File: config.mk
export PLATFORM = sky130hd
export DESIGN_NAME = cpu_run_ctrl
export DESIGN_NICKNAME = d
export VERILOG_FILES = /design/src/rtl/cpu_run_ctrl.sv
export SDC_FILE = /design/constraint.sdc
export NUM_CORES = 1
export LEC_CHECK = 0
export CAP_MARGIN = 30
export CORE_MARGIN = 2
export CORE_UTILIZATION = 41
export CTS_CLUSTER_DIAMETER = 100
export DETAILED_ROUTE_END_ITERATION = 8
export GPL_ROUTABILITY_DRIVEN = 0
export HOLD_SLACK_MARGIN = 0.15
export PLACE_DENSITY = 0.78
export SLEW_MARGIN = 20
export SYNTH_ARGS = -nofsm -noshare
export SYNTH_HDL_FRONTEND = slang
export SYNTH_SLANG_ARGS = --single-unit
File: constraint.sdc
create_clock -name clk -period 2.4 [get_ports clk]
set_input_delay 0.48 -clock clk [delete_from_list [all_inputs] [get_ports clk]]
set_output_delay 0.48 -clock clk [all_outputs]
set_load 0.01 [all_outputs]
File: src/rtl/cpu_run_ctrl.sv
// Run/step controller for the single-cycle CPU core.
// Owns the PC, feeds it to the core and commits the core's next address
// once per executed instruction. Supports start/step/cont/halt, a retired
// instruction limit, one address breakpoint and self-loop detection.
module cpu_run_ctrl #(
  parameter int ADDR_W   = 32,
  parameter logic [ADDR_W-1:0] RESET_PC = '0,
  parameter int CNT_W    = 16
) (
  input  logic              clk,
  input  logic              rst_n,
  input  logic              start,
  input  logic              step,
  input  logic              cont,
  input  logic              halt_req,
  input  logic [CNT_W-1:0]  max_instr,
  input  logic              bp_en,
  input  logic [ADDR_W-1:0] bp_addr,
  input  logic [ADDR_W-1:0] core_addr_o,
  output logic [ADDR_W-1:0] core_addr_i,
  output logic              core_en,
  output logic              running,
  output logic              halted,
  output logic [1:0]        halt_reason,
  output logic [CNT_W-1:0]  retired
);

  typedef enum logic [1:0] {
    S_IDLE = 2'd0,
    S_RUN  = 2'd1,
    S_STEP = 2'd2,
    S_HALT = 2'd3
  } state_t;

  localparam logic [1:0] RSN_NONE  = 2'd0;
  localparam logic [1:0] RSN_HOST  = 2'd1;
  localparam logic [1:0] RSN_BP    = 2'd2;
  localparam logic [1:0] RSN_LIMIT = 2'd3;

  state_t              r_state;
  logic [ADDR_W-1:0]   r_pc;
  logic [CNT_W-1:0]    r_retired;
  logic [1:0]          r_reason;
  logic                r_bp_skip;

  logic                w_bp_hit;
  logic                w_commit;
  logic                w_self_loop;
  logic                w_limit;

  // Breakpoint, commit enable and RUN-exit conditions from current state
  always_comb begin
    w_bp_hit    = bp_en && (r_pc == bp_addr) && !r_bp_skip;
    w_commit    = ((r_state == S_RUN) && !w_bp_hit) || (r_state == S_STEP);
    w_self_loop = (core_addr_o == r_pc);
    w_limit     = (max_instr != '0) && ((r_retired + CNT_W'(1)) == max_instr);
  end

  // State machine, PC commit, retired counter and halt reason
  always_ff @(posedge clk or negedge rst_n) begin
    if (!rst_n) begin
      r_state   <= S_IDLE;
      r_pc      <= RESET_PC;
      r_retired <= '0;
      r_reason  <= RSN_NONE;
      r_bp_skip <= 1'b0;
    end else begin
      if (w_commit) begin
        r_pc <= core_addr_o;
        if (r_retired != '1) r_retired <= r_retired + CNT_W'(1);
      end
      case (r_state)
        S_IDLE, S_HALT: begin
          // core_en is low here, so the start PC load cannot collide with a commit
          if (start) begin
            r_state   <= S_RUN;
            r_pc      <= RESET_PC;
            r_retired <= '0;
            r_reason  <= RSN_NONE;
            r_bp_skip <= 1'b0;
          end else if (step) begin
            r_state <= S_STEP;
          end else if (cont && (r_state == S_HALT)) begin
            r_state   <= S_RUN;
            r_bp_skip <= 1'b1;
          end
        end
        S_STEP: begin
          r_state  <= S_HALT;
          r_reason <= RSN_HOST;
        end
        S_RUN: begin
          r_bp_skip <= 1'b0;
          if (w_bp_hit) begin
            r_state  <= S_HALT;
            r_reason <= RSN_BP;
          end else if (w_self_loop || w_limit) begin
            r_state  <= S_HALT;
            r_reason <= RSN_LIMIT;
          end else if (halt_req) begin
            r_state  <= S_HALT;
            r_reason <= RSN_HOST;
          end
        end
        default: r_state <= S_IDLE;
      endcase
    end
  end

  assign core_addr_i = r_pc;
  assign core_en     = w_commit;
  assign running     = (r_state == S_RUN) || (r_state == S_STEP);
  assign halted      = (r_state == S_HALT);
  assign halt_reason = r_reason;
  assign retired     = r_retired;

endmodule

==> summary.txt, run 1 <==
Cell internal pwr = 2995 µW
Post-synth ARST share = 100.0%
Comb pwr share = 64.3%
CP arrival = 1.97 ns
Die height = 99.30 µm
Max Buffers Root-to-Sink = 2
Unrepaired setup endpoints after global routing = true
Hold Slack = 0.1427 ns
Avg Cell Area, Syn = 8.580 µm²
Sequential power share = 25.9%
Placement row count = 34
Clock power share = 9.8%
Main flop type after synthesis = dfrtp_1
Final Hold Fails = 0
Pre-CTS WS = -0.6082 ns
Leak pwr = 0.002418 µW
First-pass GRT wire length = 20.11 mm
Worst Setup End Kind = output port
GRT overflow = 0
Final Util = 67.80%
Io pins = 140
Power density of the placed cells = 874.4 mW/mm²
CTS tree = done
Worst EP required = 1.92 ns
WS Path Type = input port to output port
Synth Register Bits = 53
Sequential share of the synthesized area = 35.62%
Routed WL = 12.98 mm
Die area = 0.009860 mm²
Vias in the first global route = 3975
Cell variety after synth = 57
Gr usage total = 25.29%
Critical Path Start Type = input port
Wl on met1 = 5.293 mm
Final layout net count = 720
Placed cell areas = 0.005652 mm²
Layout cell share with drive strength beyond 1 = 17.78%
DR WL/cell = 17.56 µm
# DRC = 0
# H-tree levels = 2
Critical-path cell list = clkdlybuf4s50_1 -> xnor2_2 -> nand3_2 -> nor3_4 -> a31oi_4 -> nor2_4 -> inv_2 -> buf_6
Post-DP HPWL = 9.720 mm
Max Slew Vio Count = 0
Setup TNS = -0.07371 ns
Failing checks = negative setup slack
Max-slew headroom = 63.07%
Design area = 0.005942 mm²
Critical path buffer and inverter count = 3
Net Switching = 2201 µW
Post-synth EDFFs = 0
Number of antenna violations at the first check in global routing = 1
Kind of path behind the tightest hold check = input port to asynchronous set/reset pin
Max-cap viol count = 0
Final ANT Viol Nets = 0
Met3 Wirelength = 764 µm
Worst-path maximum fanout = 2
Core area = 0.008763 mm²
Yosys warnings = 0
Switching portion of total power = 42.36%
Clock transition at path regs = 0.10 ns
Post-Syn Area = 0.003724 mm²
Layout Area Growth over Synthesis = 59.58%
Largest net degree at the start of global routing = 38
Worst Skew = 0.01190 ns
Peak VDD IR = 503.0 µV
Met2 wire len = 6.638 mm
Cts bufs inserted = 5
Drt pass-1 iters = 4
Vias = 4041
# clock sinks = 53
Later-pin clock latency in the skew report = 0.30 ns
Crit path largest cell delay = 0.45 ns
Post-route minimum period = 2.451 ns
Syn nets = 525
Setup ws final = -0.05119 ns
FMAX = 0.4080 GHz
PortBufs = 139
Die width = 99.30 µm
DR top layer = met4
Critical path's top delay family = buffers and inverters
Syn Inst Count = 434
Clock Tree Root = clkbuf_8
Vias per inst = 5.468
Run status = complete, but fails checks
Final setup violating endpoints = 3
Initial Utilization = 42.49%
Starting DRT DRC Count = 198
Slowest CP cell = clkdlybuf4s50_1
Final worst-path cycle share = 102.1%
Worst-Margin Slew = 0.5526 ns
## metrics by stage
stage	instances	total power [µW]
floorplan	434	2889
global placement	726	4302
detailed placement	726	4399
CTS	736	4959
global route	739	5522
finish	739	5196
## area by class of cell
| cell class | instances | area (µm²) |
|---|---|---|
| repair buffers | 205 | 1903 |
| diodes | 1 | 2.502 |
| well taps | 108 | 135.1 |
| fillers | 719 | 2821 |
| flip-flops and latches | 53 | 1333 |
| multi-input cells | 353 | 2447 |
| clock buffers | 8 | 80.08 |
| inverters | 11 | 41.29 |
## layout by cell type, fill, tap and decap left out, drive strengths merged, types with 3 or more instances in the layout
cell,instances
a31oi,4
nor4,12
o21ai,11
o31ai,5
o211ai,6
inv,11
clkbuf,10
dlygate4sd2,28
nor2,16
and2,3
mux2i,4
or2,3
and4,4
nand2,82
ha,4
buf,66
nor3,4
clkdlybuf4s50,108
or3,3
nand4,22
nand3,8
xor2,9
nand2b,11
a211oi,4
xnor2,75
a21oi,38
dfrtp,53
and3,4
## sequential cells by signal (all words and copies together), names as in the netlist
| name | cells |
|---|---|
| core_addr_i | 32 |
| retired | 16 |
| halt_reason | 2 |
| r_state | 2 |
| r_bp_skip | 1 |
## metal layers
layer,vias up,GRT usage (%)
li1,1917,-
met1,1944,33.69
met2,159,43.14
met3,21,3.514
met4,0,7.060
met5,-,0
## synth_stat cells (all sizes together), types with 2 or more instances
cell type | count | area share, %
nand2 | 82 | 8.3
nor4b | 2 | 0.64
xor2 | 9 | 2.1
o21ai | 11 | 1.6
nand4 | 22 | 4.0
o31ai | 5 | 1.0
mux2i | 4 | 1.1
dfrtp | 53 | 36
nor2 | 16 | 1.6
nand3 | 8 | 1.1
ha | 4 | 1.3
o211ai | 6 | 1.2
nor4 | 12 | 2.6
a31oi | 4 | 0.67
o32ai | 2 | 0.47
and3 | 4 | 0.81
inv | 11 | 1.1
xnor2 | 75 | 18
a311oi | 2 | 0.47
nor3 | 4 | 0.54
or3 | 3 | 0.50
and4 | 4 | 0.94
and2 | 3 | 0.50
a211oi | 4 | 0.94
nand2b | 11 | 1.8
clkbuf | 9 | 0.91
a21oi | 38 | 5.1
buf | 8 | 1.2
and3b | 2 | 0.47
or2 | 3 | 0.50
## power by group through the flow
stage | Combinational, µW | Sequential, µW | Clock, µW
after floorplan | 1380 | 1510 | 0
after global placement | 2970 | 1340 | 0
after detailed placement | 3050 | 1350 | 0
after CTS | 3120 | 1330 | 506
after global routing | 3590 | 1370 | 560
final | 3340 | 1340 | 509
## logic make-up (layout without fill, tap and decap cells)
logic type | count (synthesis) | in the layout | share of synthesized area, %
AO/OA/AOI/OAI | 82 | 82 | 13.98
XOR/XNOR | 84 | 84 | 19.76
adder cells (fa/ha/maj) | 4 | 4 | 1.344
buffers and inverters | 28 | 224 | 3.192
flip-flops | 53 | 53 | 35.62
multiplexers | 4 | 4 | 1.075
other | 0 | 1 | 0
AND/OR/NAND/NOR | 179 | 179 | 25.03
## worst paths after layout
path | to | start | slack [ns] | depth (start not counted)
worst max-delay path | core_en | bp_addr[6] | -0.05 | 8
worst min-delay path | core_addr_i[9] | rst_n | 0.14 | 1
worst max register to register | retired[1] | core_addr_i[22] | 0 | 10
worst min register to register | halt_reason[0] | halt_reason[0] | 0.55 | 2
max in group asynchronous | core_addr_i[30] | rst_n | 1.57 | 2
min in group clk | halt_reason[0] | halt_reason[0] | 0.55 | 2
## repair_timing
item,4_1_cts,5_1_grt
hold buffers,0,0
endpoints found under the setup margin,16,14
buffers inserted,3,1
resized for setup,44,25
pin swaps,35,12
cloned,0,2
No activity file was read; power rests on OpenSTA's default activity.
==> run 2, diff against run 1 <==
Settings changed: GPL_TIMING_DRIVEN from default to 0.
==> run 2 against run 1 <==
  * The run still ends with negative setup slack left
  * Via count fell by 1.2%
  * First-iteration DRC count is 40% higher
  * Wire length shrank 2.5%
  * Non-clock buffer count decreased by 32
  * Cell count decreased by 4.5%
  * Global-route usage decreased by 0.22 points
  * Critical path depth unchanged
  * Sequential share of layout area rose by 0.99 points
  * Clock-buffer cell count unchanged
  * Cell area fell by 3.7%
  * Total power is 3.0% lower
  * Critical endpoint unchanged
  * Largest cell class unchanged
==> summary.txt, run 2 (synthesized netlist as in run 1, its figures left out) <==
Run status = complete, but fails checks
Failing checks = negative setup slack
CP arrival = 2.15 ns
Placed cell areas = 0.005251 mm²
R2r setup slk = 0.06 ns
Layout Area Growth over Synthesis = 53.66%
Die width = 99.30 µm
Design area = 0.005722 mm²
Hold Buf Count CTS = 0
Max-cap viol count = 0
RR Startpoint = core_addr_i[12]
Max Slew Vio Count = 0
Critical path launch point = core_addr_i[12]
Final worst-path cycle share = 109.6%
DR WL/cell = 17.92 µm
# clock sinks = 53
WS Path Type = flip-flop to output port
Post-route minimum period = 2.630 ns
Core area = 0.008763 mm²
Max FFs per register = 32
Peak VDD IR = 457.9 µV
Setup ws final = -0.2304 ns
Starting DRT DRC Count = 277
Max-slew headroom = 54.13%
Cells after DPL = 681
Die height = 99.30 µm
Power density of the placed cells = 881.2 mW/mm²
Clock transition at path regs = 0.10 ns
Layout cell share with drive strength beyond 1 = 14.21%
Worst Skew = 0.002447 ns
Cts bufs inserted = 5
Clock Tree Root = clkbuf_8
Largest net degree at the start of global routing = 54
Leak pwr = 0.002276 µW
Initial Utilization = 42.49%
Placement row count = 34
Final Hold Fails = 0
Kind of path behind the tightest hold check = input port to asynchronous set/reset pin
Reg2reg path depth = 9
Worst-path maximum fanout = 4
Worst Setup End Kind = output port
Post-DP HPWL = 9.232 mm
Setup TNS = -0.2304 ns
Later-pin clock latency in the skew report = 0.31 ns
Final Util = 65.29%
Worst setup path end = core_en
N_diodes = 0
Gr usage total = 25.07%
Die area = 0.009860 mm²
Critical Path Start Type = flip-flop
# DRC = 0
Commonest non-fill, non-tap cells in the layout = clkdlybuf4s50_1, nand2_1, xnor2_1, dfrtp_1, a21oi_1
R2r endpoint = retired[11]
Non-filler instance count after layout = 706
Hold Slack = 0.2000 ns
# H-tree levels = 2
GRT overflow = 0
Vias per inst = 5.656
PortBufs = 139
Fillcell total = 732
Final setup violating endpoints = 1
Vias = 3993
CTS tree = done
FMAX = 0.3802 GHz
Worst EP required = 1.92 ns
Commonest non-fill, non-tap cell in the layout = clkdlybuf4s50_1
Routed WL = 12.65 mm
Drt pass-1 iters = 4
Number of antenna violations at the first check in global routing = 0
Io pins = 140
Max Buffers Root-to-Sink = 2
Final layout net count = 688
First-pass GRT wire length = 19.83 mm
Unrepaired setup endpoints after global routing = true
Worst-Margin Slew = 0.6880 ns
Vias in the first global route = 3986
Final ANT Viol Nets = 0
## run 2: critical path, stage by stage, from the launching register on
cell     delay (ns)
dfrtp_1        0.45
xnor2_1        0.20
nand4_1        0.21
nor4_4         0.36
a31oi_2        0.16
nor2_2         0.16
inv_2          0.06
buf_6          0.13
buf_6          0.11
## run 2: worst min path at each step
stage	endpoint	slack, ns	cells after the start
floorplan	core_addr_i[0]	0.18	0
global placement	r_bp_skip	0.48	1
detailed placement	halt_reason[0]	0.51	2
CTS	r_state[0]	0.24	1
global route	core_addr_i[9]	0.25	1
finish	core_addr_i[9]	0.20	1
## run 2: layout make-up
cell class	instances	area, µm²	share of cell area [%]
plain buffers	16	131.4	2.296
clock buffers	8	90.09	1.574
flip-flops and latches	53	1340	23.42
repair buffers	157	1531	26.77
multi-input cells	353	2452	42.86
inverters	11	41.29	0.7216
well taps	108	135.1	2.362
## run 2: per-stage QoR
stage / total power, µW / worst slack (ns)
final: 5042 / -0.2304
after global routing: 5378 / -0.2800
after CTS: 4933 / -0.2655
after detailed placement: 4068 / -1.220
after global placement: 3994 / -1.220
after floorplan: 2889 / 0.04524
## run 2: metal layers
| metal | global-route usage (%) | vias to the layer above | routed length [µm] |
|---|---|---|---|
| li1 | - | 1855 | - |
| met1 | 33.60 | 1934 | 5155 |
| met2 | 40.49 | 175 | 6276 |
| met3 | 4.638 | 29 | 849 |
| met4 | 9.484 | 0 | 368 |
| met5 | 0 | - | 0 |
## run 2: timing repair
item	CTS	global route
gates cloned	0	0
buffers inserted	13	7
resized for setup	45	43
pin swaps	22	23
setup endpoints to repair	53	47
## run 2: power breakdown
part / switching, µW / internal (µW) / total [µW]
registers: 330 / 1140 / 1470
logic: 1540 / 1500 / 3040
clock network: 302 / 237 / 538
